### config.mk
export PLATFORM = sky130hd
export DESIGN_NAME = regfile_writeback_queue
export DESIGN_NICKNAME = d
export VERILOG_FILES = /design/src/rtl/regfile_writeback_queue_pkg.sv /design/src/rtl/regfile_writeback_queue_bypass_match.sv /design/src/rtl/regfile_writeback_queue.sv
export SDC_FILE = /design/constraint.sdc
export NUM_CORES = 1
export LEC_CHECK = 0
export ABC_AREA = 1
export CAP_MARGIN = 0
export CORE_ASPECT_RATIO = 1.1
export CORE_MARGIN = 10
export CORE_UTILIZATION = 35
export CTS_BUF_LIST = sky130_fd_sc_hd__clkbuf_16
export DETAILED_ROUTE_END_ITERATION = 8
export SLEW_MARGIN = 20
export SYNTH_ARGS = -nofsm -noshare
export SYNTH_HDL_FRONTEND = slang
export SYNTH_SLANG_ARGS = --single-unit
### constraint.sdc
create_clock -name clk -period 3.1 [get_ports clk]
set_input_delay 0.62 -clock clk [delete_from_list [all_inputs] [get_ports clk]]
set_output_delay 0.62 -clock clk [all_outputs]
set_load 0.03 [all_outputs]
### src/rtl/regfile_writeback_queue_pkg.sv
// ----------------------------------------------------------------------------
// regfile_writeback_queue_pkg
//   Shared widths and the writeback entry type used by the writeback queue
//   and its bypass matcher.
//   ADDR_W     : register index width (32 architectural registers)
//   DATA_W     : register data width
//   REG_ZERO   : index of the hard-wired zero register
//   wb_entry_t : one pending writeback {destination register, data}
// ----------------------------------------------------------------------------
package regfile_writeback_queue_pkg;

   localparam int ADDR_W = 5;
   localparam int DATA_W = 32;

   localparam logic [ADDR_W-1:0] REG_ZERO = 5'd0;

   typedef struct packed {
      logic [ADDR_W-1:0] regNum;
      logic [DATA_W-1:0] data;
   } wb_entry_t;

   localparam wb_entry_t ENTRY_ZERO = '{regNum: {ADDR_W{1'b0}}, data: {DATA_W{1'b0}}};

endpackage : regfile_writeback_queue_pkg

### src/rtl/regfile_writeback_queue_bypass_match.sv
// ----------------------------------------------------------------------------
// wbq_bypass_match
//   DEPTH-way priority match of a read index against the pending writeback
//   entries. Entries are presented in age order (index 0 = oldest), and the
//   newest valid entry whose destination equals idx wins.
//   Ports:
//     idx        in   read index to look up
//     entries    in   pending entries, oldest at index 0
//     entryValid in   per-entry valid mask (same ordering as entries)
//     hit        out  some valid entry targets idx
//     data       out  data of the newest matching entry (0 when no hit)
// ----------------------------------------------------------------------------
module wbq_bypass_match
   import regfile_writeback_queue_pkg::*;
#(
   parameter int DEPTH = 4
) (
   input  logic [ADDR_W-1:0]      idx,
   input  wb_entry_t [DEPTH-1:0]  entries,
   input  logic [DEPTH-1:0]       entryValid,
   output logic                   hit,
   output logic [DATA_W-1:0]      data
);

   logic [DEPTH-1:0] match_s;

   // Scan oldest to newest so that a later (newer) match overrides an older one.
   always_comb begin
      hit     = 1'b0;
      data    = {DATA_W{1'b0}};
      match_s = {DEPTH{1'b0}};
      for (int k = 0; k < DEPTH; k++) begin
         match_s[k] = entryValid[k] && (entries[k].regNum == idx);
         hit        = hit | match_s[k];
         data       = match_s[k] ? entries[k].data : data;
      end
   end

endmodule : wbq_bypass_match

### src/rtl/regfile_writeback_queue.sv
// ----------------------------------------------------------------------------
// regfile_writeback_queue
//   Buffers writeback requests from the execute stage and drains them into
//   the register-file write port, one per cycle, in arrival order. Values
//   still waiting in the queue are forwarded onto both read-operand paths so
//   readers always observe the newest architectural value.
//   Ports:
//     clk, rst_n                 clock, asynchronous active-low reset
//     in_valid/in_ready          writeback request handshake
//     in_reg/in_data             writeback destination and data ($zero dropped)
//     drain_en                   allows a register-file write this cycle
//     RegWrite/WriteRegister/
//     WriteData                  register-file write port (head entry)
//     ReadRegister1/2            operand indices (also feed the register file)
//     ReadData1/2                raw register-file read data
//     Operand1/2                 forwarded operand values
//     count                      current queue occupancy, 0..DEPTH
// ----------------------------------------------------------------------------
module regfile_writeback_queue
   import regfile_writeback_queue_pkg::*;
#(
   parameter int DEPTH = 4
) (
   input  logic                       clk,
   input  logic                       rst_n,
   input  logic                       in_valid,
   output logic                       in_ready,
   input  logic [ADDR_W-1:0]          in_reg,
   input  logic [DATA_W-1:0]          in_data,
   input  logic                       drain_en,
   output logic                       RegWrite,
   output logic [ADDR_W-1:0]          WriteRegister,
   output logic [DATA_W-1:0]          WriteData,
   input  logic [ADDR_W-1:0]          ReadRegister1,
   input  logic [ADDR_W-1:0]          ReadRegister2,
   input  logic [DATA_W-1:0]          ReadData1,
   input  logic [DATA_W-1:0]          ReadData2,
   output logic [DATA_W-1:0]          Operand1,
   output logic [DATA_W-1:0]          Operand2,
   output logic [$clog2(DEPTH):0]     count
);

   localparam int PTR_W = $clog2(DEPTH);
   localparam int CNT_W = PTR_W + 1;

   localparam logic [PTR_W-1:0] PTR_ONE  = PTR_W'(1'b1);
   localparam logic [CNT_W-1:0] CNT_ONE  = CNT_W'(1'b1);
   localparam logic [CNT_W-1:0] CNT_ZERO = CNT_W'(1'b0);
   localparam logic [CNT_W-1:0] CNT_FULL = CNT_W'(DEPTH);

   wb_entry_t              mem_r [DEPTH];
   logic [PTR_W-1:0]       wrPtr_r;
   logic [PTR_W-1:0]       rdPtr_r;
   logic [CNT_W-1:0]       count_r;

   logic                   empty_s;
   logic                   inReady_s;
   logic                   push_s;
   logic                   pop_s;

   wb_entry_t [DEPTH-1:0]  ordered_s;
   logic [DEPTH-1:0]       orderedValid_s;

   logic                   hit1_s;
   logic                   hit2_s;
   logic [DATA_W-1:0]      fwd1_s;
   logic [DATA_W-1:0]      fwd2_s;

   // Handshake and drain qualifiers; a full queue never pushes, so push and
   // pop on the same edge always touch different slots.
   always_comb begin
      empty_s   = (count_r == CNT_ZERO);
      inReady_s = (count_r != CNT_FULL);
      push_s    = in_valid && inReady_s && (in_reg != REG_ZERO);
      pop_s     = drain_en && !empty_s;
   end

   // Queue storage: the accepted request lands in the slot at the write pointer.
   always_ff @(posedge clk or negedge rst_n) begin
      if (!rst_n) begin
         for (int k = 0; k < DEPTH; k++) begin
            mem_r[k] <= ENTRY_ZERO;
         end
      end else if (push_s) begin
         mem_r[wrPtr_r] <= '{regNum: in_reg, data: in_data};
      end else begin
         mem_r[wrPtr_r] <= mem_r[wrPtr_r];
      end
   end

   // Pointers and occupancy; pointers wrap naturally because DEPTH is a power of two.
   always_ff @(posedge clk or negedge rst_n) begin
      if (!rst_n) begin
         wrPtr_r <= {PTR_W{1'b0}};
         rdPtr_r <= {PTR_W{1'b0}};
         count_r <= CNT_ZERO;
      end else begin
         if (push_s) begin
            wrPtr_r <= wrPtr_r + PTR_ONE;
         end else begin
            wrPtr_r <= wrPtr_r;
         end

         if (pop_s) begin
            rdPtr_r <= rdPtr_r + PTR_ONE;
         end else begin
            rdPtr_r <= rdPtr_r;
         end

         case ({push_s, pop_s})
            2'b10:   count_r <= count_r + CNT_ONE;
            2'b01:   count_r <= count_r - CNT_ONE;
            default: count_r <= count_r;
         endcase
      end
   end

   // Present the pending entries oldest-first so the matcher can prefer the newest.
   always_comb begin
      ordered_s      = {DEPTH{ENTRY_ZERO}};
      orderedValid_s = {DEPTH{1'b0}};
      for (int k = 0; k < DEPTH; k++) begin
         ordered_s[k]      = mem_r[rdPtr_r + PTR_W'(k)];
         orderedValid_s[k] = (CNT_W'(k) < count_r);
      end
   end

   wbq_bypass_match #(.DEPTH(DEPTH)) uBypass1 (
      .idx        (ReadRegister1),
      .entries    (ordered_s),
      .entryValid (orderedValid_s),
      .hit        (hit1_s),
      .data       (fwd1_s)
   );

   wbq_bypass_match #(.DEPTH(DEPTH)) uBypass2 (
      .idx        (ReadRegister2),
      .entries    (ordered_s),
      .entryValid (orderedValid_s),
      .hit        (hit2_s),
      .data       (fwd2_s)
   );

   // Register-file write port driven from the head entry; zeroed when nothing is pending.
   always_comb begin
      RegWrite = pop_s;
      if (empty_s) begin
         WriteRegister = {ADDR_W{1'b0}};
         WriteData     = {DATA_W{1'b0}};
      end else begin
         WriteRegister = mem_r[rdPtr_r].regNum;
         WriteData     = mem_r[rdPtr_r].data;
      end
   end

   // Operand 1 select: $zero reads as 0, then newest pending value, then the register file.
   always_comb begin
      if (ReadRegister1 == REG_ZERO) begin
         Operand1 = {DATA_W{1'b0}};
      end else if (hit1_s) begin
         Operand1 = fwd1_s;
      end else begin
         Operand1 = ReadData1;
      end
   end

   // Operand 2 select: same priority as operand 1.
   always_comb begin
      if (ReadRegister2 == REG_ZERO) begin
         Operand2 = {DATA_W{1'b0}};
      end else if (hit2_s) begin
         Operand2 = fwd2_s;
      end else begin
         Operand2 = ReadData2;
      end
   end

   assign in_ready = inReady_s;
   assign count    = count_r;

endmodule : regfile_writeback_queue

==> impl_metrics.env, run 1 <==
export IMPL_endpoint_kind="output port"
export IMPL_overflow=0
export IMPL_ys_seq_elements=155
export IMPL_synthTopCellsByArea="dfrtp_1 (26%), nand2_1 (21%), o21ai_0 (16%)"
export IMPL_post_drt_wl_per_cell_microns=20.2
export IMPL_drcViolationCount=0
export IMPL_yosysUniqueCellTypes=34
export IMPL_finalHoldViolCount=0
export IMPL_max_slew_margin=0.427
export IMPL_synthFlopType="dfrtp_1"
export IMPL_synth_warnings=0
export IMPL_crit_type="flip-flop to output port"
export IMPL_port_buffers=220
export IMPL_firstDrtPassIters=7
export IMPL_rsz0062_at_grt="yes"
export IMPL_worstPathArrival_ns=3.09
export IMPL_vias=20500
export IMPL_gp_congestion=0.922
export IMPL_clockBufferDepth=2
export IMPL_cts_buffers=17
export IMPL_core_region_area_sq_um=43100
export IMPL_cp_start_kind="flip-flop"
export IMPL_htreeDepth=4
export IMPL_fillers=4047
export IMPL_start_util=0.352
export IMPL_required_ns=2.48
export IMPL_cp_max_fo=25
export IMPL_wl_microns=75800
export IMPL_fin_util=0.574
export IMPL_timing_fmax_ghz=0.270
export IMPL_rows=80
export IMPL_dp_hpwl_microns=52800
export IMPL_cts_root_buf="clkbuf_16"
export IMPL_synth_seq_area_share=0.255
export IMPL_multi_input_comb_area_sq_um=11100
export IMPL_violations="setup timing"
export IMPL_grt_pass1_wl_microns=111000
export IMPL_yosysMostFrequentCell="nand2_1"
export IMPL_ant_nets=0
export IMPL_ys_async_sr_fraction=1.00
export IMPL_dieArea_sq_um=52200
export IMPL_die_h_microns=239
export IMPL_path_cells="inv_8 > buf_12 > buf_16 > o21ai_0 > inv_1 > o21ai_0 > a21oi_2 > a21oi_2 > buf_6"
export IMPL_status="finished, violations left"
export IMPL_syn_nets=2809
export IMPL_synth_common_cells="nand2_1 (844), o21ai_0 (481), nor2_1 (282)"
export IMPL_cts_tree="done"
export IMPL_fin_worst_skew_ns=0.00861
export IMPL_crit_family="compound AO/OA/AOI/OAI gates"
export IMPL_seqCellArea_sq_um=3880
export IMPL_grt_max_degree=112
export IMPL_holdWs_ns=0.191
export IMPL_fin_ws_ns=-0.606
export IMPL_clock_sinks=155
export IMPL_slowest_delay_ns=0.69
export IMPL_num_io_pins=221
export IMPL_synth_edf_count=0
export IMPL_finalCritPeriodShare=1.20
export IMPL_setup_viol=65
export IMPL_die_x_microns=219
export IMPL_path_buf_inv=5
export IMPL_area_growth_pct=62.9
export IMPL_maxCapViolations=0
export IMPL_worstSkewPairLatency_ns=0.44
export IMPL_track_usage=0.270
export IMPL_synth_top_area_cell="dfrtp_1"
export IMPL_drtIter0Drc=2442
export IMPL_antenna_found_initial=0
export IMPL_worstMarginPinSlew_ns=0.850
export IMPL_layout_min_cycle_time_ns=3.71
export IMPL_antenna_cells=0
export IMPL_slowest_stage="o21ai_0"
export IMPL_hp_class="input port to asynchronous set/reset pin"
export IMPL_syn_avg_cell_area_sq_um=5.66
export IMPL_nets=3300
export IMPL_synth_top_cell_area_share=0.255
export IMPL_vias_per_cell=5.44
export IMPL_syn_area_sq_um=15200
export IMPL_drive_gt1_frac=0.299
export IMPL_cts_clk_slew_worst_paths_ns=0.06
export IMPL_slew_viol_final=0
export IMPL_synth_cells=2685
export IMPL_grt_pass1_vias=18400
export IMPL_cts_hold_fix_buffers=0
final timing paths:
check,startpoint,end,slack [ns],depth (start not counted)
setup / recovery,rdPtr_r[0],Operand2[3],-0.61,9
min in group clk,mem_r[126],mem_r[126],0.48,2
setup reg to reg,count[0],mem_r[45],0.67,11
max in group asynchronous,rst_n,mem_r[124],2.13,2
hold reg to reg,mem_r[126],mem_r[126],0.48,2
hold / removal,rst_n,mem_r[147],0.19,1
repair_timing:
item,CTS,global route
pin swaps,59,69
gates cloned,28,15
resized for setup,395,236
endpoints found under the hold margin,0,0
setup buffers,38,12
setup endpoints to repair,93,100
placed cells by master, fill, tap and decap left out, drive strengths merged:
cell / count
buf: 542
nand4: 68
nand3: 153
o21ai: 506
and2: 2
mux2i: 2
a21oi: 184
clkdlybuf4s50: 118
xor2: 6
nor3: 1
o22ai: 2
dfrtp: 155
inv: 230
nand2: 851
clkinvlp: 2
xnor2: 2
a21boi: 1
o21a: 1
nor2: 290
a221oi: 16
clkinv: 13
bufinv: 2
clkbuf: 30
ha: 9
a22oi: 1
cell type report:
cell class / instances / share of cell area
Multi-Input combinational cell: 2095 / 0.447
Timing Repair Buffer: 673 / 0.306
Sequential cell: 155 / 0.157
Inverter: 231 / 0.0364
Tap cell: 574 / 0.0290
Clock buffer: 17 / 0.0172
Clock inverter: 13 / 0.00531
Timing Repair inverter: 3 / 0.00167
sequential cells by signal, summed over array words and instances, names as in the netlist:
signal,cells
count,3
mem_r,148
rdPtr_r,2
wrPtr_r,2
metal layers:
layer,track usage,part of all wire,up-vias
met4,0.0592,0.021,0
met1,0.402,0.44,9481
met3,0.0509,0.11,105
met5,0,0,-
li1,-,-,9746
met2,0.391,0.43,1130
cells by family after synthesis:
| group | after synthesis | share of synthesized area |
|---|---|---|
| compound gates | 711 | 0.239 |
| mux | 2 | 0.00132 |
| buf+inv | 437 | 0.124 |
| xor+xnor | 8 | 0.00461 |
| fa+ha+maj | 9 | 0.00741 |
| simple gates | 1363 | 0.368 |
| flops | 155 | 0.255 |
per-stage QoR:
stage | area (sq um) | cells | worst slack, ns | TNS, ns
2_1_floorplan | 15200 | 2685 | 0.0746 | 0
3_3_place_gp | 20700 | 3642 | -0.433 | -18.68
3_5_place_dp | 20700 | 3642 | -0.438 | -18.89
4_1_cts | 23600 | 3737 | -0.548 | -30.53
5_1_grt | 24800 | 3761 | -0.711 | -41.96
6_report | 24800 | 3761 | -0.606 | -34.14
Power of run 1 is not shown: default switching activity piles up to over one toggle a cycle in this logic, so the estimate is an artifact.
==> inputs of run 2 (changes only) <==
--- a/config.mk
+++ b/config.mk
@@ -12,6 +12,7 @@
 export CORE_UTILIZATION = 35
 export CTS_BUF_LIST = sky130_fd_sc_hd__clkbuf_16
 export DETAILED_ROUTE_END_ITERATION = 8
+export GPL_ROUTABILITY_DRIVEN = 1
 export SLEW_MARGIN = 20
 export SYNTH_ARGS = -nofsm -noshare
 export SYNTH_HDL_FRONTEND = slang
==> results of run 2 <==
The final DEF is identical to that of run 1; final timing and power are the same.
Power of run 2 is left out for the same reason.
